===== config.mk =====
export PLATFORM = sky130hd
export DESIGN_NAME = riscv_ascon_sequencer
export DESIGN_NICKNAME = d
export VERILOG_FILES = /design/src/rtl/riscv_ascon_defines.sv /design/src/rtl/riscv_ascon_round.sv /design/src/rtl/riscv_ascon_sequencer.sv
export SDC_FILE = /design/constraint.sdc
export NUM_CORES = 2
export LEC_CHECK = 0
export BUFFER_PORTS_ARGS = -buffer_cell sky130_fd_sc_hd__buf_2
export CELL_PAD_IN_SITES_DETAIL_PLACEMENT = 1
export CELL_PAD_IN_SITES_GLOBAL_PLACEMENT = 1
export CORE_UTILIZATION = 44
export CTS_CLUSTER_SIZE = 25
export DETAILED_ROUTE_END_ITERATION = 10
export PLACE_DENSITY_LB_ADDON = 0.1
export SYNTH_ARGS = -nofsm -noshare
export SYNTH_HDL_FRONTEND = slang
export SYNTH_HIERARCHICAL = 1
export SYNTH_SLANG_ARGS = --single-unit

===== constraint.sdc =====
create_clock -name clk_i -period 2.9 [get_ports clk_i]
set_input_delay 0 -clock clk_i [delete_from_list [all_inputs] [get_ports clk_i]]
set_output_delay 0 -clock clk_i [all_outputs]
set_load 0.02 [all_outputs]

===== src/rtl/riscv_ascon_defines.sv =====
// Shared types and helpers for the Ascon permutation sequencer.
// State word xN sits at ascon_state_t[N], i.e. x0 in bits [63:0].
package riscv_ascon_defines;

  localparam int ASCON_MAX_ROUNDS = 12;

  typedef logic [4:0][63:0] ascon_state_t;

  typedef enum logic [1:0] {
    IDLE = 2'd0,
    RUN  = 2'd1,
    DONE = 2'd2
  } ascon_fsm_e;

  function automatic ascon_state_t SWAP_REG_ENDIANESS_FUNC(
    input ascon_state_t s
  );
    logic [319:0] w_in;
    logic [319:0] w_out;
    w_in  = s;
    w_out = '0;
    for (int i = 0; i < 10; i++) begin
      for (int b = 0; b < 4; b++) begin
        w_out[32*i+8*b +: 8] = w_in[32*i+8*(3-b) +: 8];
      end
    end
    return w_out;
  endfunction

  function automatic logic [63:0] ror64(
    input logic [63:0] x,
    input int unsigned n
  );
    return (x >> n) | (x << (32'd64 - n));
  endfunction

endpackage


===== src/rtl/riscv_ascon_round.sv =====
// One Ascon round: constant addition on x2, 5-bit S-box layer,
// then the per-word linear diffusion layer.
module riscv_ascon_round
  import riscv_ascon_defines::*;
(
  input  ascon_state_t i_state,
  input  logic [3:0]   i_idx,
  output ascon_state_t o_state
);

  localparam int unsigned R0 [5] = '{19, 61, 1, 10, 7};
  localparam int unsigned R1 [5] = '{28, 39, 6, 17, 41};

  logic [7:0]   w_rc;
  ascon_state_t w_a;
  ascon_state_t w_b;
  ascon_state_t w_c;
  ascon_state_t w_d;
  ascon_state_t w_o;

  assign w_rc = {4'hF - i_idx, i_idx};

  assign w_a[0] = i_state[0];
  assign w_a[1] = i_state[1];
  assign w_a[2] = i_state[2] ^ {56'h0, w_rc};
  assign w_a[3] = i_state[3];
  assign w_a[4] = i_state[4];

  assign w_b[0] = w_a[0] ^ w_a[4];
  assign w_b[1] = w_a[1];
  assign w_b[2] = w_a[2] ^ w_a[1];
  assign w_b[3] = w_a[3];
  assign w_b[4] = w_a[4] ^ w_a[3];

  // chi-like core of the S-box, bitsliced over all 64 columns
  for (genvar i = 0; i < 5; i++) begin : g_chi
    assign w_c[i] = w_b[i] ^
                    (~w_b[(i+1)%5] & w_b[(i+2)%5]);
  end

  assign w_d[0] = w_c[0] ^ w_c[4];
  assign w_d[1] = w_c[1] ^ w_c[0];
  assign w_d[2] = ~w_c[2];
  assign w_d[3] = w_c[3] ^ w_c[2];
  assign w_d[4] = w_c[4];

  for (genvar i = 0; i < 5; i++) begin : g_lin
    assign w_o[i] = w_d[i] ^
                    ror64(w_d[i], R0[i]) ^
                    ror64(w_d[i], R1[i]);
  end

  assign o_state = w_o;

endmodule


===== src/rtl/riscv_ascon_sequencer.sv =====
// Ascon p^a sequencer, UNROLLED_ROUNDS rounds per cycle.
// Optional run-cycle counter: define ASCON_PERF_CNT_EN.
module riscv_ascon_sequencer
  import riscv_ascon_defines::*;
#(
  parameter int unsigned UNROLLED_ROUNDS = 1,
  parameter int unsigned SWAP_ENDIANESS  = 1
) (
  input  logic         clk_i,
  input  logic         rst_ni,
  input  logic         req_valid_i,
  output logic         req_ready_o,
  input  logic [3:0]   rounds_i,
  input  ascon_state_t state_i,
  output logic         resp_valid_o,
  input  logic         resp_ready_i,
  output ascon_state_t state_o,
  output logic         err_o,
  output logic         busy_o,
  output logic [31:0]  perf_cnt_o
);

  localparam logic [3:0] LP_U = 4'(UNROLLED_ROUNDS);
  localparam logic [3:0] LP_MAX = 4'(ASCON_MAX_ROUNDS);

  ascon_fsm_e   r_fsm;
  ascon_fsm_e   w_fsm_nxt;
  ascon_state_t r_state;
  ascon_state_t w_state_nxt;
  ascon_state_t w_state_in;
  ascon_state_t w_state_out;
  logic [3:0]   r_cnt;
  logic [3:0]   w_cnt_nxt;
  logic [3:0]   r_k;
  logic [3:0]   w_k_nxt;
  logic         r_err;
  logic         w_err_nxt;
  logic         w_legal;
  ascon_state_t w_chain [UNROLLED_ROUNDS+1];

  if (SWAP_ENDIANESS == 1) begin : g_swap
    assign w_state_in  = SWAP_REG_ENDIANESS_FUNC(state_i);
    assign w_state_out = SWAP_REG_ENDIANESS_FUNC(r_state);
  end else begin : g_noswap
    assign w_state_in  = state_i;
    assign w_state_out = r_state;
  end

  assign w_legal = (rounds_i != 4'd0) &&
                   (rounds_i <= LP_MAX) &&
                   ((rounds_i % LP_U) == 4'd0);

  assign w_chain[0] = r_state;

  for (genvar j = 0; j < UNROLLED_ROUNDS; j++) begin : g_rnd
    riscv_ascon_round u_round (
      .i_state (w_chain[j]),
      .i_idx   (r_k + 4'(j)),
      .o_state (w_chain[j+1])
    );
  end

  always_ff @(posedge clk_i or negedge rst_ni) begin
    if (!rst_ni) begin
      r_fsm   <= IDLE;
      r_state <= '0;
      r_cnt   <= '0;
      r_k     <= '0;
      r_err   <= 1'b0;
    end else begin
      r_fsm   <= w_fsm_nxt;
      r_state <= w_state_nxt;
      r_cnt   <= w_cnt_nxt;
      r_k     <= w_k_nxt;
      r_err   <= w_err_nxt;
    end
  end

  // an illegal round count skips RUN and echoes state_i back
  always_comb begin
    w_fsm_nxt   = r_fsm;
    w_state_nxt = r_state;
    w_cnt_nxt   = r_cnt;
    w_k_nxt     = r_k;
    w_err_nxt   = r_err;
    unique case (r_fsm)
      IDLE: begin
        if (req_valid_i) begin
          w_state_nxt = w_state_in;
          w_err_nxt   = !w_legal;
          if (w_legal) begin
            w_fsm_nxt = RUN;
            w_cnt_nxt = rounds_i;
            w_k_nxt   = LP_MAX - rounds_i;
          end else begin
            w_fsm_nxt = DONE;
          end
        end
      end
      RUN: begin
        w_state_nxt = w_chain[UNROLLED_ROUNDS];
        w_k_nxt     = r_k + LP_U;
        w_cnt_nxt   = r_cnt - LP_U;
        if (r_cnt == LP_U) begin
          w_fsm_nxt = DONE;
        end
      end
      DONE: begin
        if (resp_ready_i) begin
          w_fsm_nxt = IDLE;
          w_err_nxt = 1'b0;
        end
      end
      default: w_fsm_nxt = IDLE;
    endcase
  end

  assign req_ready_o  = (r_fsm == IDLE);
  assign resp_valid_o = (r_fsm == DONE);
  assign busy_o       = (r_fsm == RUN) ||
                        (r_fsm == DONE);
  assign state_o      = resp_valid_o ?
                        w_state_out : '0;
  assign err_o        = resp_valid_o & r_err;

`ifdef ASCON_PERF_CNT_EN
  logic [31:0] r_perf;

  always_ff @(posedge clk_i or negedge rst_ni) begin
    if (!rst_ni) begin
      r_perf <= '0;
    end else if (r_fsm == RUN) begin
      r_perf <= r_perf + 32'd1;
    end
  end

  assign perf_cnt_o = r_perf;
`else
  assign perf_cnt_o = '0;
`endif

endmodule


Word level (Yosys, flattened, before mapping)
Index checks and enable logic that the tools add are counted.
{"block": "word_totals", "wordCells": 93, "reg_bits": 331, "in_bits": 328}
{"block": "op_classes", "add_sub_neg": 4, "n_lt_le_gt_ge": 1, "eq_ne": 7, "bitwise_logic": 44, "reduce_logical": 11, "mux": 17}
{"operator": "$xor A64 B64 Y64", "count": 21}
{"operator": "$mux W320", "count": 2}
{"operator": "$pmux W320 S2", "count": 1}
{"operator": "$not A64 Y64", "count": 6}
{"operator": "$and A64 B64 Y64", "count": 5}
{"operator": "$or A23 B64 Y64", "count": 1}
{"operator": "$or A25 B64 Y64", "count": 1}
{"operator": "$or A3 B64 Y64", "count": 1}
{"operator": "$or A36 B64 Y64", "count": 1}
{"operator": "$or A45 B64 Y64", "count": 1}
{"operator": "$or A47 B64 Y64", "count": 1}
{"operator": "$or A54 B64 Y64", "count": 1}
{"operator": "$or A57 B64 Y64", "count": 1}
{"operator": "$or A58 B64 Y64", "count": 1}
{"operator": "$or A63 B64 Y64", "count": 1}
{"operator": "$xor A64 B8 Y64", "count": 1}
{"operator": "$mux W4", "count": 4}
{"operator": "$pmux W4 S2", "count": 2}
{"operator": "$reduce_and A3 Y1", "count": 3}
{"operator": "$mux W2", "count": 4}
{"operator": "$sub A4 B4 Y4 const A", "count": 2}
{"operator": "$pmux W2 S3", "count": 1}
{"operator": "$add A4 B1 Y4 const B", "count": 1}
{"operator": "$eq A4 B1 Y1 const B", "count": 1}
{"operator": "other kinds (16)", "count": 20}

Depth between registers and ports, before layout
{"block": "logic_depth", "depth_word": 11, "depth_mapped": 8, "depth_no_buf": 7}

By module
The synthesis kept the hierarchy.
{"module": "riscv_ascon_sequencer", "instances": 1, "area_each_um2": 17581.9, "cells_per_inst": 1864}
{"module": "riscv_ascon_round", "instances": 1, "area_each_um2": 15964.1, "cells_per_inst": 1540}

Worst setup path after synthesis
No wires, ideal clock.
{"block": "synth_timing", "kind": "reg-to-reg", "from": "reg r_k[3]", "to": "reg r_state[246] (netlist name)", "t_required_ns": 2.768, "path_stages_with_launch": 8, "path_slack_ns": 0.655, "setup_ns": 0.132, "t_arrival_ns": 2.113, "path_cell_list": "dfrtp_1 xnor2_1 ha_1 xnor2_1 xnor2_1 xnor3_1 mux2i_1 o21ai_1"}
{"item": "start, declared", "line": "riscv_ascon_sequencer.sv:34", "rtl": "logic [3:0] r_k;"}
{"item": "start signal, assigned", "line": "riscv_ascon_sequencer.sv:74", "rtl": "r_k <= w_k_nxt;"}
{"item": "end signal, assigned", "line": "riscv_ascon_sequencer.sv:72", "rtl": "r_state <= w_state_nxt;"}
{"item": "end, declared", "line": "riscv_ascon_sequencer.sv:28", "rtl": "ascon_state_t r_state;"}

==> results by group <==
Worst setup path
  – Worst EP arrival: 3310 ps
  – R2r startpoint: r_state[96]
  – R2r worst-path depth: 7
  – Setup crit end: r_state[99]
  – Critical Path Source: r_state[96]
  – CP Max Fanout: 5
  – Crit path launch type: register
  – Critical path type: register to register
  – Data required, critical path: 3340 ps
  – Worst r2r dst: r_state[99]
  – Critical Path Sink Type: register
  – Register-to-register setup slack: 30 ps

Die
  – Die area: 77,300 um^2
  – Core ar.: 74,900 um^2
  – Die height: 278 um
  – Die X: 278 um
  – Starting density of the core: 0.448
  – Num ports: 684
  – FP Rows: 100

Synthesis
  – Post-Synthesis Cells: 3,404
  – Yosys reg bits: 331
  – Netlist Area Pre-Place: 33,500 um^2
  – Register area share after synthesis: 0.247
  – Number of flops mapped to enable cells by yosys: 0
  – Synth cell types: 49
  – FFs w/ async S/R, synth: 1.00
  – Main flop type after synthesis: dfrtp_1
  – Yosys warnings: 6
  – Synthesized area per cell: 9.85 um^2

Worst hold path
  – Hold Path Class: input pin to async pin

CTS
  – CTS buffer count: 45
  – Clock-pin slew on the worst setup and hold paths: 60 ps
  – CTS tree: done
  – H-Tree Depth: 2
  – Worst-case clock buffer depth: 3
  – Sink Count: 331
  – Root Buffer: clkbuf_16
  – Worst-skew pair later-pin latency: 620 ps

Detailed routing
  – Drt via density: 5.68
  – Vias: 32.0k
  – Post-DR wirelength/cell: 31.1 um
  – Drt total wl: 175 mm
  – Post-route ant nets: 0
  – Post-route DRC: 0
  – Iteration-0 DRC Markers: 3,120
  – Detailed Routing Iterations Pass 1: 5

Global routing
  – Largest net degree at the start of global routing: 170
  – Total GRT Usage: 0.445
  – Initial antenna violation count: 18
  – Vias in the first global route: 32.7k
  – Total congestion overflow: 0
  – Global-route wire length before repair: 243 mm

Timing
  – Worst Tran Pin Value: 1060 ps
  – Clk_skew: 35.9 ps
  – Fin crit period: 2870 ps
  – Final Setup Violations: 0
  – Fin Setup TNS: 0 ps
  – F_max: 0.349 GHz
  – RSZ-0062 raised after global routing: false
  – Max-slew violations: 0
  – Final Hold Fails: 0
  – Slew headroom: 0.289
  – Tcrit/Tclk final: 0.989

Flow run
  – Max Cap Viol: 0

Status
  – Status: finished clean

Cells and area
  – Post-layout net count: 5,080
  – Fillers: 8,591
  – Multi-input gate area: 23,900 um^2
  – Area Growth Syn to Fin: 33.9%
  – Sequential Area: 8280 um^2
  – Share of post-route cells with drive strength above 1: 0.242

Placement
  – Hpwl dp: 137 mm
  – Placer Congestion: 1.11
  – Number of port buffers: 651
-- worst max-delay path, stage by stage, from the launching register on --
cell	delay [ps]
dfrtp_1	620
inv_1	140
ha_1	270
xnor2_1	170
xnor2_2	590
xnor3_1	500
mux2i_1	250
o21ai_1	180
-- layout make-up --
type,instances,area share
well taps,969,0.0270
repair buffers,1312,0.206
inverters,201,0.0168
clock inverters,16,0.00424
clock buffers,65,0.0293
flip-flops and latches,331,0.184
diodes,13,0.000724
multi-input cells,2726,0.532
-- kinds of logic (layout without fill, tap and decap cells) --
kind of cell    after synthesis  in the layout  share of synthesized area
compound gates              398            398                     0.0605
simple gates                854            854                      0.121
mux                         333            333                     0.0994
other cells                   1             45                   0.000112
buf+inv                     378           1594                     0.0461
flops                       331            331                      0.247
xor+xnor                    911            911                      0.356
fa+ha+maj                   198            198                     0.0695
-- layer usage --
layer | up-vias | global-route usage | wire, um
li1 | 13592 | - | -
met1 | 15989 | 0.542 | 65800
met2 | 1857 | 0.709 | 79000
met3 | 553 | 0.105 | 16700
met4 | 8 | 0.284 | 13600
met5 | - | 0 | 58
-- worst min path at each step --
stage,start,to,slack [ps],cells after the start
2_1_floorplan,rst_ni,r_cnt[0],-300,0
3_3_place_gp,rst_ni,r_state[226],-80,1
3_5_place_dp,rst_ni,r_state[226],-80,1
4_1_cts,rst_ni,r_state[102],30,3
5_1_grt,rst_ni,r_state[221],60,3
6_report,rst_ni,r_state[225],50,3
-- per-stage QoR --
stage	utilization	area [um^2]	std cells	hold WS, ps	setup slack (ps)
after global routing	0.599	44900	5627	58.7	17.6
after global placement	0.534	40000	5209	-80.0	196
final	0.599	44900	5633	47.5	32.9
after floorplan	-	33700	3435	-296	655
after CTS	0.599	44900	5619	25.4	151
after detailed placement	0.534	40000	5209	-77.0	171
-- Yosys cell counts, types with 2 or more instances --
cell | number | area [um^2]
buf_1 | 17 | 63.8
a21oi_1 | 29 | 145
maj3_1 | 54 | 541
o21ai_1 | 326 | 1630
clkbuf_1 | 123 | 462
nand3_1 | 3 | 15.0
dfrtp_1 | 331 | 8280
buf_2 | 5 | 25.0
nor4_1 | 2 | 12.5
o21ai_0 | 30 | 150
and2_1 | 321 | 2010
xor2_2 | 2 | 32.5
inv_1 | 200 | 751
xnor3_1 | 224 | 5040
xnor2_2 | 53 | 862
o22ai_1 | 2 | 12.5
nor2_1 | 57 | 214
nand2_1 | 461 | 1730
xor3_1 | 32 | 761
ha_1 | 135 | 1690
buf_4 | 32 | 240
mux2i_1 | 332 | 3320
xnor2_1 | 490 | 4290
xor2_1 | 110 | 963
maj3_2 | 9 | 101
-- cells in the final DEF, fill, tap and decap left out, types with 29 or more instances in the layout --
| master | instances |
|---|---|
| xnor3_1 | 224 |
| xnor2_2 | 53 |
| inv_1 | 200 |
| xor2_1 | 110 |
| o21ai_0 | 30 |
| nand2_1 | 461 |
| a21oi_1 | 29 |
| conb_1 | 32 |
| clkbuf_16 | 47 |
| mux2i_1 | 331 |
| o21ai_1 | 326 |
| dfrtp_1 | 331 |
| nor2_1 | 57 |
| dlygate4sd3_1 | 328 |
| ha_1 | 133 |
| maj3_1 | 54 |
| buf_2 | 650 |
| and2_1 | 321 |
| buf_4 | 317 |
| xnor2_1 | 490 |
| xor3_1 | 32 |
-- flip-flops by register name, indices dropped and copies added (netlist names) --
register,flops
r_k,4
r_err,1
r_state,320
r_fsm,2
r_cnt,4
-- timing repair --
| action | 4_1_cts | 5_1_grt |
|---|---|---|
| setup endpoints to repair | 0 | 1 |
| buffers inserted | 0 | 1 |
| resized for setup | 0 | 0 |
| endpoints found under the hold margin | 662 | 0 |
| hold buffers | 329 | 0 |
Power is not shown: default switching activity piles up to over one toggle a cycle in this logic, so the estimate is an artifact.
